$ cat config.mk
export PLATFORM = sky130hd
export DESIGN_NAME = control_sequencer
export DESIGN_NICKNAME = d
export VERILOG_FILES = /design/src/rtl/ctrl_pkg.sv /design/src/rtl/opcode_classifier.sv /design/src/rtl/control_sequencer.sv
export SDC_FILE = /design/constraint.sdc
export NUM_CORES = 1
export LEC_CHECK = 0
export CORE_AREA = 2 2 157 159
export CTS_CLUSTER_SIZE = 16
export DETAILED_ROUTE_END_ITERATION = 8
export DIE_AREA = 0 0 159 161
export GPL_TIMING_DRIVEN = 1
export SLEW_MARGIN = 20
export SYNTH_ARGS = -nofsm -noshare
export SYNTH_HDL_FRONTEND = slang
export SYNTH_SLANG_ARGS = --single-unit
export TNS_END_PERCENT = 10
$ cat constraint.sdc
create_clock -name clock -period 13.52 [get_ports clock]
set_clock_uncertainty 0.15 [all_clocks]
set_input_delay 3.38 -clock clock [delete_from_list [all_inputs] [get_ports clock]]
set_output_delay 3.38 -clock clock [all_outputs]
set_load 0.1 [all_outputs]
$ cat src/rtl/ctrl_pkg.sv
// ctrl_pkg: shared definitions for the control sequencer slice.
//   - control-word width and field positions
//   - opcode class codes (cls_e)
//   - opcode pattern constants used by the classifier
//   - NOP control word and the HALT instruction encoding
package ctrl_pkg;

  localparam int unsigned CW_W = 33;

  // Control-word field positions
  localparam int unsigned F_NS_LSB     = 0;   // next_state[1:0]
  localparam int unsigned F_NS_W       = 2;
  localparam int unsigned F_STATUS_LD  = 2;
  localparam int unsigned F_PC_IS      = 3;
  localparam int unsigned F_PC_FS_LSB  = 4;   // pc_fs[5:4]
  localparam int unsigned F_PC_FS_W    = 2;
  localparam int unsigned F_RAM_W      = 6;
  localparam int unsigned F_RAM_EN     = 7;
  localparam int unsigned F_RF_W       = 8;
  localparam int unsigned F_RF_DA_LSB  = 9;   // rf_da[13:9]
  localparam int unsigned F_RF_SB_LSB  = 14;  // rf_sb[18:14]
  localparam int unsigned F_RF_SA_LSB  = 19;  // rf_sa[23:19]
  localparam int unsigned F_RF_REG_W   = 5;
  localparam int unsigned F_RF_B_EN    = 24;
  localparam int unsigned F_ALU_FS_LSB = 25;  // alu_fs[29:25]
  localparam int unsigned F_ALU_FS_W   = 5;
  localparam int unsigned F_ALU_BS     = 30;
  localparam int unsigned F_ALU_EN     = 31;
  localparam int unsigned F_RSVD       = 32;

  typedef enum logic [2:0] {
    CLS_RALU = 3'd0,
    CLS_IALU = 3'd1,
    CLS_DMEM = 3'd2,
    CLS_B    = 3'd3,
    CLS_CB   = 3'd4,
    CLS_MOVZ = 3'd5,
    CLS_MOVK = 3'd6,
    CLS_TRAP = 3'd7
  } cls_e;

  // Opcode patterns
  localparam logic [8:0]  OP_MOVK   = 9'b111100101;   // ir[31:23]
  localparam logic [8:0]  OP_MOVZ   = 9'b110100101;   // ir[31:23]
  localparam logic [10:0] OP_LDUR   = 11'b11111000010; // ir[31:21]
  localparam logic [10:0] OP_STUR   = 11'b11111000000; // ir[31:21]
  localparam logic [5:0]  OP_B      = 6'b000101;      // ir[31:26]
  localparam logic [7:0]  OP_CBZ    = 8'b10110100;    // ir[31:24]
  localparam logic [7:0]  OP_CBNZ   = 8'b10110101;    // ir[31:24]
  localparam logic [7:0]  OP_BCOND  = 8'b01010100;    // ir[31:24]
  localparam logic [4:0]  OP_IALU_A = 5'b10001;       // ir[28:24]
  localparam logic [4:0]  OP_IALU_B = 5'b10010;       // ir[28:24]
  localparam logic [4:0]  OP_RALU_A = 5'b01010;       // ir[28:24]
  localparam logic [4:0]  OP_RALU_B = 5'b01011;       // ir[28:24]
  localparam logic [10:0] OP_LSL    = 11'b11010011011; // ir[31:21]
  localparam logic [10:0] OP_LSR    = 11'b11010011010; // ir[31:21]

  // NOP: everything off, register selects parked on X31
  localparam logic [32:0] NOP_CW    = 33'h0_00FF_FE00;
  localparam logic [31:0] HALT_INSN = 32'h0;

endpackage

$ cat src/rtl/opcode_classifier.sv
// opcode_classifier: combinational opcode class decode (first match wins).
//   ir      in  32  instruction being executed
//   cls     out 3   opcode class (CLS_TRAP for anything unrecognised)
//   is_halt out 1   instruction is the HALT encoding
module opcode_classifier
  import ctrl_pkg::*;
(
  input  logic [31:0] ir,
  output cls_e        cls,
  output logic        is_halt
);

  always_comb begin
    is_halt = (ir == HALT_INSN);
    if (ir[31:23] == OP_MOVK)
      cls = CLS_MOVK;
    else if (ir[31:23] == OP_MOVZ)
      cls = CLS_MOVZ;
    else if (ir[31:21] == OP_LDUR || ir[31:21] == OP_STUR)
      cls = CLS_DMEM;
    else if (ir[31:26] == OP_B)
      cls = CLS_B;
    else if (ir[31:24] == OP_CBZ || ir[31:24] == OP_CBNZ || ir[31:24] == OP_BCOND)
      cls = CLS_CB;
    else if (ir[28:24] == OP_IALU_A || ir[28:24] == OP_IALU_B)
      cls = CLS_IALU;
    else if (ir[28:24] == OP_RALU_A || ir[28:24] == OP_RALU_B ||
             ir[31:21] == OP_LSL    || ir[31:21] == OP_LSR)
      cls = CLS_RALU;
    else
      cls = CLS_TRAP;
  end

endmodule

$ cat src/rtl/control_sequencer.sv
// control_sequencer: sequential core of the control unit.
//   clock    in  1                   rising-edge clock
//   reset_n  in  1                   asynchronous active-low reset
//   I        in  32                  instruction word at current PC
//   cw_bus   in  NUM_CLASSES*CW_W    decoder control words, slot k at [k*CW_W +: CW_W]
//   mem_busy in  1                   RAM not ready
//   cw       out CW_W                control word to datapath (bit 32 always 0)
//   state    out 2                   step state fed to decoders
//   ir       out 32                  instruction fed to decoders
//   cls      out 3                   current opcode class
//   halted   out 1                   sequencer stopped (left only by reset)
//   illegal  out 1                   sticky illegal-opcode flag
//   retired  out 32                  completed-instruction count (wraps)
module control_sequencer
  import ctrl_pkg::*;
#(
  parameter int unsigned NUM_CLASSES = 8,
  parameter int unsigned CW_W        = 33
) (
  input  logic                        clock,
  input  logic                        reset_n,
  input  logic [31:0]                 I,
  input  logic [NUM_CLASSES*CW_W-1:0] cw_bus,
  input  logic                        mem_busy,
  output logic [CW_W-1:0]             cw,
  output logic [1:0]                  state,
  output logic [31:0]                 ir,
  output logic [2:0]                  cls,
  output logic                        halted,
  output logic                        illegal,
  output logic [31:0]                 retired
);

  logic [31:0]     ir_q;
  cls_e            cls_w;
  logic            is_halt;
  logic [CW_W-1:0] slot;
  logic [CW_W-1:0] sel;
  logic            stall;
  logic            commit;

  assign ir  = (state == 2'b00) ? I : ir_q;
  assign cls = cls_w;

  opcode_classifier u_classifier (
    .ir      (ir),
    .cls     (cls_w),
    .is_halt (is_halt)
  );

  always_comb begin
    slot = '0;
    for (int unsigned k = 0; k < NUM_CLASSES; k++) begin
      if (3'(k) == cls_w)
        slot = cw_bus[k*CW_W +: CW_W];
    end
  end

  // Class 7 ignores its slot; a decoder next_state of 11 folds to 00 so
  // the datapath and the state register see the same value.
  always_comb begin
    sel = (cls_w == CLS_TRAP) ? CW_W'(NOP_CW) : slot;
    if (sel[F_NS_LSB +: F_NS_W] == 2'b11)
      sel[F_NS_LSB +: F_NS_W] = 2'b00;
  end

  assign stall  = !halted && (sel[F_RAM_EN] || sel[F_RAM_W]) && mem_busy;
  assign commit = !halted && !stall;

  // While stalled the RAM strobes stay up but every architectural update
  // is suppressed, including the step-state advance.
  always_comb begin
    if (halted) begin
      cw = CW_W'(NOP_CW);
    end else begin
      cw         = sel;
      cw[F_RSVD] = 1'b0;
      if (stall) begin
        cw[F_RF_W]                    = 1'b0;
        cw[F_PC_FS_LSB +: F_PC_FS_W]  = 2'b00;
        cw[F_STATUS_LD]               = 1'b0;
        cw[F_NS_LSB +: F_NS_W]        = state;
      end
    end
  end

  always_ff @(posedge clock or negedge reset_n) begin
    if (!reset_n) begin
      state   <= 2'b00;
      ir_q    <= '0;
      halted  <= 1'b0;
      illegal <= 1'b0;
      retired <= '0;
    end else if (commit) begin
      if (state == 2'b00)
        ir_q <= I;
      if (cls_w == CLS_TRAP) begin
        halted <= 1'b1;
        if (!is_halt)
          illegal <= 1'b1;
        state <= 2'b00;
      end else begin
        state <= sel[F_NS_LSB +: F_NS_W];
        if (sel[F_NS_LSB +: F_NS_W] == 2'b00)
          retired <= retired + 32'd1;
      end
    end
  end

endmodule

* Word-level counts from Yosys, hierarchy flattened
Index checks and enable logic that the tools add are counted.
Storage, ports and cells: ROM bits 0, bits in latches 0, memories 0, flip-flop bits (word level) 68, output and inout bits 104, bits in writable memories 0, word-level logic and storage cells 74, input port bits 299
Operators by class: multipliers 0, $lt $le $gt $ge 0, mux-type cells 23, shift operators 0, bitwise logic cells 2, $add $sub $neg 1, equal/unequal tests 23, div/mod/pow operators 0, reduce and logical (&&, ||, !) cells 20
Operators by type and width (count):
- $mux 32 | 11
- $eq 11x11->1 const B | 4
- $add 32x1->32 const B | 1
- $logic_not 32->1 | 1
- $mux 3 | 8
- $eq 9x9->1 const B | 2
- $eq 8x8->1 const B | 2
- $eq 3x3->1 const A | 4
- $eq 5x4->1 const B | 2
- $eq 5x5->1 const B | 2
- $eq 8x7->1 const B | 1
- $logic_or 1x1->1 | 8
- $eq 2x3->1 const A | 2
- $eq 6x3->1 const B | 1
- $mux 2 | 3
- $reduce_and 3->1 | 2
- $logic_not 2->1 | 2
- $eq 1x3->1 const A | 1
- $eq 3x3->1 const B | 1
- $logic_and 1x1->1 | 3
- $logic_not 3->1 | 1
- $eq 2x2->1 const B | 1
- $logic_not 1->1 | 2
- $not 1->1 | 2
- other kinds (2) | 2

* Longest topological paths before layout
depth in word-level cells 29, mapped depth 19, mapped depth without buffers 14

* Hierarchy
A second synthesis with hierarchy kept.
Unflattened totals: cells, all modules 580, area, all modules 5614.1 um^2
By module, submodules not included:
- control_sequencer | instances 1, cells each 543, area an instance 5360.1 um^2
- opcode_classifier | instances 1, cells each 37, area an instance 254.0 um^2

* Worst setup path after synthesis
Ideal clock, no wire load.
kind input to output, from input I[26], to output cw[1], stages 12, data required time 9.990 ns, data arrival time 7.966 ns, slack 2.024 ns, path buffers 1, path through mux2i_2 > inv_1 > a2111o_1 > nor2_1 > clkbuf_1 > a221o_1 > a221oi_1 > o22a_1 > inv_1 > ha_1 > inv_1 > o31ai_1
Between the ends: cells in the longest elaborated chain, start to end 27, elaborated cells on any way between the ends 54
Ends and longest elaborated chain:
- from (decl) | RTL line control_sequencer.sv:22 | input logic [31:0] I,
- $mux 32 *
- via ir[26] | RTL line control_sequencer.sv:27 | output logic [31:0] ir,
- $eq 5x4->1 | RTL line opcode_classifier.sv:27 | else if (ir[28:24] == OP_RALU_A || ir[28:24] == OP_RALU_B ||
- $logic_or 1x1->1 (2 in series) | RTL line opcode_classifier.sv:27
- $logic_or 1x1->1 | RTL line opcode_classifier.sv:28 | ir[31:21] == OP_LSL || ir[31:21] == OP_LSR)
- $mux 3 | RTL line opcode_classifier.sv:27
- $mux 3 | RTL line opcode_classifier.sv:25 | else if (ir[28:24] == OP_IALU_A || ir[28:24] == OP_IALU_B)
- $mux 3 | RTL line opcode_classifier.sv:23 | else if (ir[31:24] == OP_CBZ || ir[31:24] == OP_CBNZ || ir[31:24] == OP_BCOND)
- [... 2 more ...]
- $mux 3 | RTL line opcode_classifier.sv:17 | else if (ir[31:23] == OP_MOVZ)
- $mux 3 * | RTL line opcode_classifier.sv:15 | if (ir[31:23] == OP_MOVK)
- $logic_not 3->1 | RTL line control_sequencer.sv:54 | if (3'(k) == cls_w)
- $mux 32 (8 in series) | RTL line control_sequencer.sv:54
- $mux 32 * | RTL line control_sequencer.sv:62 | sel = (cls_w == CLS_TRAP) ? CW_W'(NOP_CW) : slot;
- parallel branches: the longest is 3 deep, another holds $eq 2x2->1
- $mux 3 * | RTL line control_sequencer.sv:78 | if (stall) begin
- $mux 32 * | RTL line control_sequencer.sv:73 | if (halted) begin
- to (decl) | RTL line control_sequencer.sv:25 | output logic [CW_W-1:0] cw,
Mark *: on every way through the listed nets, which the timed path passes.

* Worst setup path in the final report
from input I[30], to output cw[14]
Between the ends: cells in the longest elaborated chain, start to end 22, elaborated cells on any way between the ends 42
Ends and longest elaborated chain:
- $mux 32 *
- $eq 11x11->1 | RTL line opcode_classifier.sv:28
- $logic_or 1x1->1 | RTL line opcode_classifier.sv:27
- $logic_or 1x1->1 | RTL line opcode_classifier.sv:28
- $mux 3 | RTL line opcode_classifier.sv:27
- $mux 3 | RTL line opcode_classifier.sv:25
- $mux 3 | RTL line opcode_classifier.sv:23
- $mux 3 | RTL line opcode_classifier.sv:21 | else if (ir[31:26] == OP_B)
- $mux 3 | RTL line opcode_classifier.sv:19 | else if (ir[31:21] == OP_LDUR || ir[31:21] == OP_STUR)
- $mux 3 | RTL line opcode_classifier.sv:17
- $mux 3 * | RTL line opcode_classifier.sv:15
- $logic_not 3->1 | RTL line control_sequencer.sv:54
- $mux 32 (8 in series) | RTL line control_sequencer.sv:54
- $mux 32 * | RTL line control_sequencer.sv:62
- $mux 32 * | RTL line control_sequencer.sv:73
Every way passes the cells marked *; elsewhere a longest branch is shown, timed or not.

==> flow_summary.ini <==
[global_route]
globalRouteOverflowTotal = 0
pin_count_of_the_biggest_net_entering_global_routing = 69
grt.total_usage_pct = 21.1
antenna_found_initial = 3
grt_pass1_wl_um = 42000
first_global_vias = 6840

[critical_path]
worstRegToRegCells = 12
worstSetupStartpointType = input port
cpLargestDelayFamily = buffers and inverters
cp.depth = 12
timing.critical_path.to_type = output pin
criticalPathCategory = in2out
cp_slowest_cell = clkdlybuf4s50_1
critical_path_arrival_ns = 7.98
worstPathMaxFanout = 23
cp_num_buf_inv = 3
path_cells = clkdlybuf4s50_1, nor4bb_1, a31oi_1, o31ai_1, and2_1, buf_4, nand2_1, nand3_1, o21ai_0, a32o_1, nand2_1, clkdlybuf4s50_1
cp_slowest_stage_delay_ns = 1.16
critical_path_required_ns = 9.99

[placed_design]
io_buffer_count = 361
dp_slack_ns = 2.06
hpwl_um = 21300
place_inst = 1364
gp_congestion = 0.859
place_area_um2 = 9430

[yosys]
synth-seq-area-share_pct = 30.6
synth_top_cells_by_count = nand2_1 (213), dfrtp_1 (68), nand3_1 (37)
yosys_most_used_dff = dfrtp_1
number_of_enable_type_register_cells_in_the_synthesized_netlist = 0
async_flop_share_pct = 100
largest_family_of_logic_cells_by_synthesized_area = simple AND/OR/NAND/NOR gates
synth-xor-area-share_pct = 5.20
yosys_warnings = 0
synthAdderAreaFrac_pct = 0.675
syn-mean-instance-area_um2 = 7.74
post_synth_inst_count = 719
synth_simple_gate_area_share_pct = 28.9
total_standard_cell_area_after_synthesis_um2 = 5560
synth_compound_gate_area_share_pct = 20.8
synth.top_cell.area_share_pct = 30.6
synth_top_area_cell = dfrtp_1
synth.ff_latch_count = 68
post_synth_main_area_contributors = dfrtp_1 (31%), nand2_1 (14%), mux2_1 (5.7%)
synthMuxAreaShare_pct = 8.35
post_synth_num_cell_types = 59
yosys.cell_count.top_type = nand2_1
postSynthNetCount = 1021

[clocking]
postCtsResizedCells = 0
worst_skew_pair.late_latency_ns = 0.33
postCtsHoldBufs = 0
postCtsSetupBuffers = 0
clkSlewWorstSetupHoldPaths_ns = 0.05
ctsLongestPathBuffers = 2
clock_sink_count = 68
cts.root.buffer_cell = clkbuf_16
cts_tree = built
h-tree-depth = 3
cts-buffers-inserted = 9

[power_and_ir_drop]
total_power_mw = 1.08
power-per-cell-area_nw_per_um2 = 111
static_leakage_nw = 3.81
vdd.ir_drop.worst_uv = 63.2

[timing]
final_max_slew_viol_count = 0
final_period_minus_worst_setup_slack_ns = 11.51
timing_worst_slew_pin_value_ns = 1.12
fmaxAchievable_ghz = 0.0869
timing.final.crit_share_pct = 85.1
worst_hold_slack_ns = 0.321
grt_setup_unrepaired = false
timing.final.ws_setup_ns = 2.01
setup_viol_count_final = 0
timing.final.hold_violations = 0
setup_total_negative_slack_ns = 0
relSlewSlack_pct = 25.5

[routing]
initialDrtViolationCount = 553
detail_route.first_pass.iterations = 5
drc = 0
vias = 6814
wl_um = 27900
ant_nets = 0
route.detailed.wl_per_inst_um = 20.2
vias_per_cell = 4.93

[final_layout]
post_layout_nets = 1353
drive_above_1_share_pct = 5.87
core_util_final_pct = 40.5
fillerInstances = 2499
finalInstanceArea_um2 = 9700
layout.cells.non_filler = 1383
area_growth_pct = 74.4

[outcome]
run_status = complete, no violations

[floorplan]
start_util_pct = 23.2
die_y_um = 161
io_pins = 403
die_area_um2 = 25600
area_of_the_core_um2 = 24000
chipWidth_um = 159
rows = 57

[min_path]
hold_class = reg2reg
holdPathStages = 1

[job]
max_cap_violations = 0
==> layout by cell type (no fill, tap or decap), drive strengths merged, types with 4 or more instances in the layout <==
cell type      instances
clkdlybuf4s50        347
nand2                213
dfrtp                 68
nand3                 37
mux2                  35
o21ai                 33
xnor2                 31
a21oi                 30
nor2                  29
a221o                 28
buf                   28
inv                   15
a22oi                 15
and3                  15
a32o                  12
clkbuf                12
nand4                 10
nor4                  10
a31oi                  9
and2                   7
a211oi                 7
nor4b                  6
mux2i                  5
nor4bb                 4
nand3b                 4
o31ai                  4
o221ai                 4
==> kinds of logic after synthesis <==
kind of cell,Yosys count
AND/OR/NAND/NOR,350
AO/OA/AOI/OAI,155
buffers and inverters,69
flip-flops,68
multiplexers,40
XOR/XNOR,33
adder cells (fa/ha/maj),3
other,1
==> sequential cells by signal, summed over array words and instances (netlist names) <==
signal and cells:
halted 1, illegal 1, ir_q 32, retired 32
state 2
==> power by group <==
group          switching [mW]  internal (mW)  leakage, nW
sequential             0.0283          0.238        0.850
combinational           0.402          0.197         2.83
clock                  0.0907          0.124        0.127
total                   0.521          0.560         3.81
==> layout make-up <==
type / instances / area [um^2] / share of cell area [%]
timing repair buffer: 375 / 3680 / 38.0
multi-input combinational: 582 / 3580 / 37.0
sequential: 68 / 1700 / 17.5
tap: 324 / 405 / 4.18
clock buffer: 12 / 236 / 2.44
inverter: 15 / 56.3 / 0.581
clock inverter: 4 / 26.3 / 0.271
antenna: 3 / 7.51 / 0.0774
==> path summary, 6_finish.rpt <==
kind | startpoint | endpoint | slack, ns
min | illegal | illegal | 0.32
min reg2reg | illegal | illegal | 0.32
max in group asynchronous | reset_n | illegal | 9.49
max | I[30] | cw[14] | 2.01
max reg2reg | state[0] | retired[1] | 8.21
min in group asynchronous | reset_n | ir_q[11] | 3.11
==> per-layer routing <==
layer	vias up	wire length, um	global-route usage (%)
li1	3255	-	-
met1	3263	12300	28.1
met2	258	13000	33.8
met3	38	1990	5.60
met4	0	665	5.62
met5	-	0	0
No activity file was read; power rests on OpenSTA's default activity.
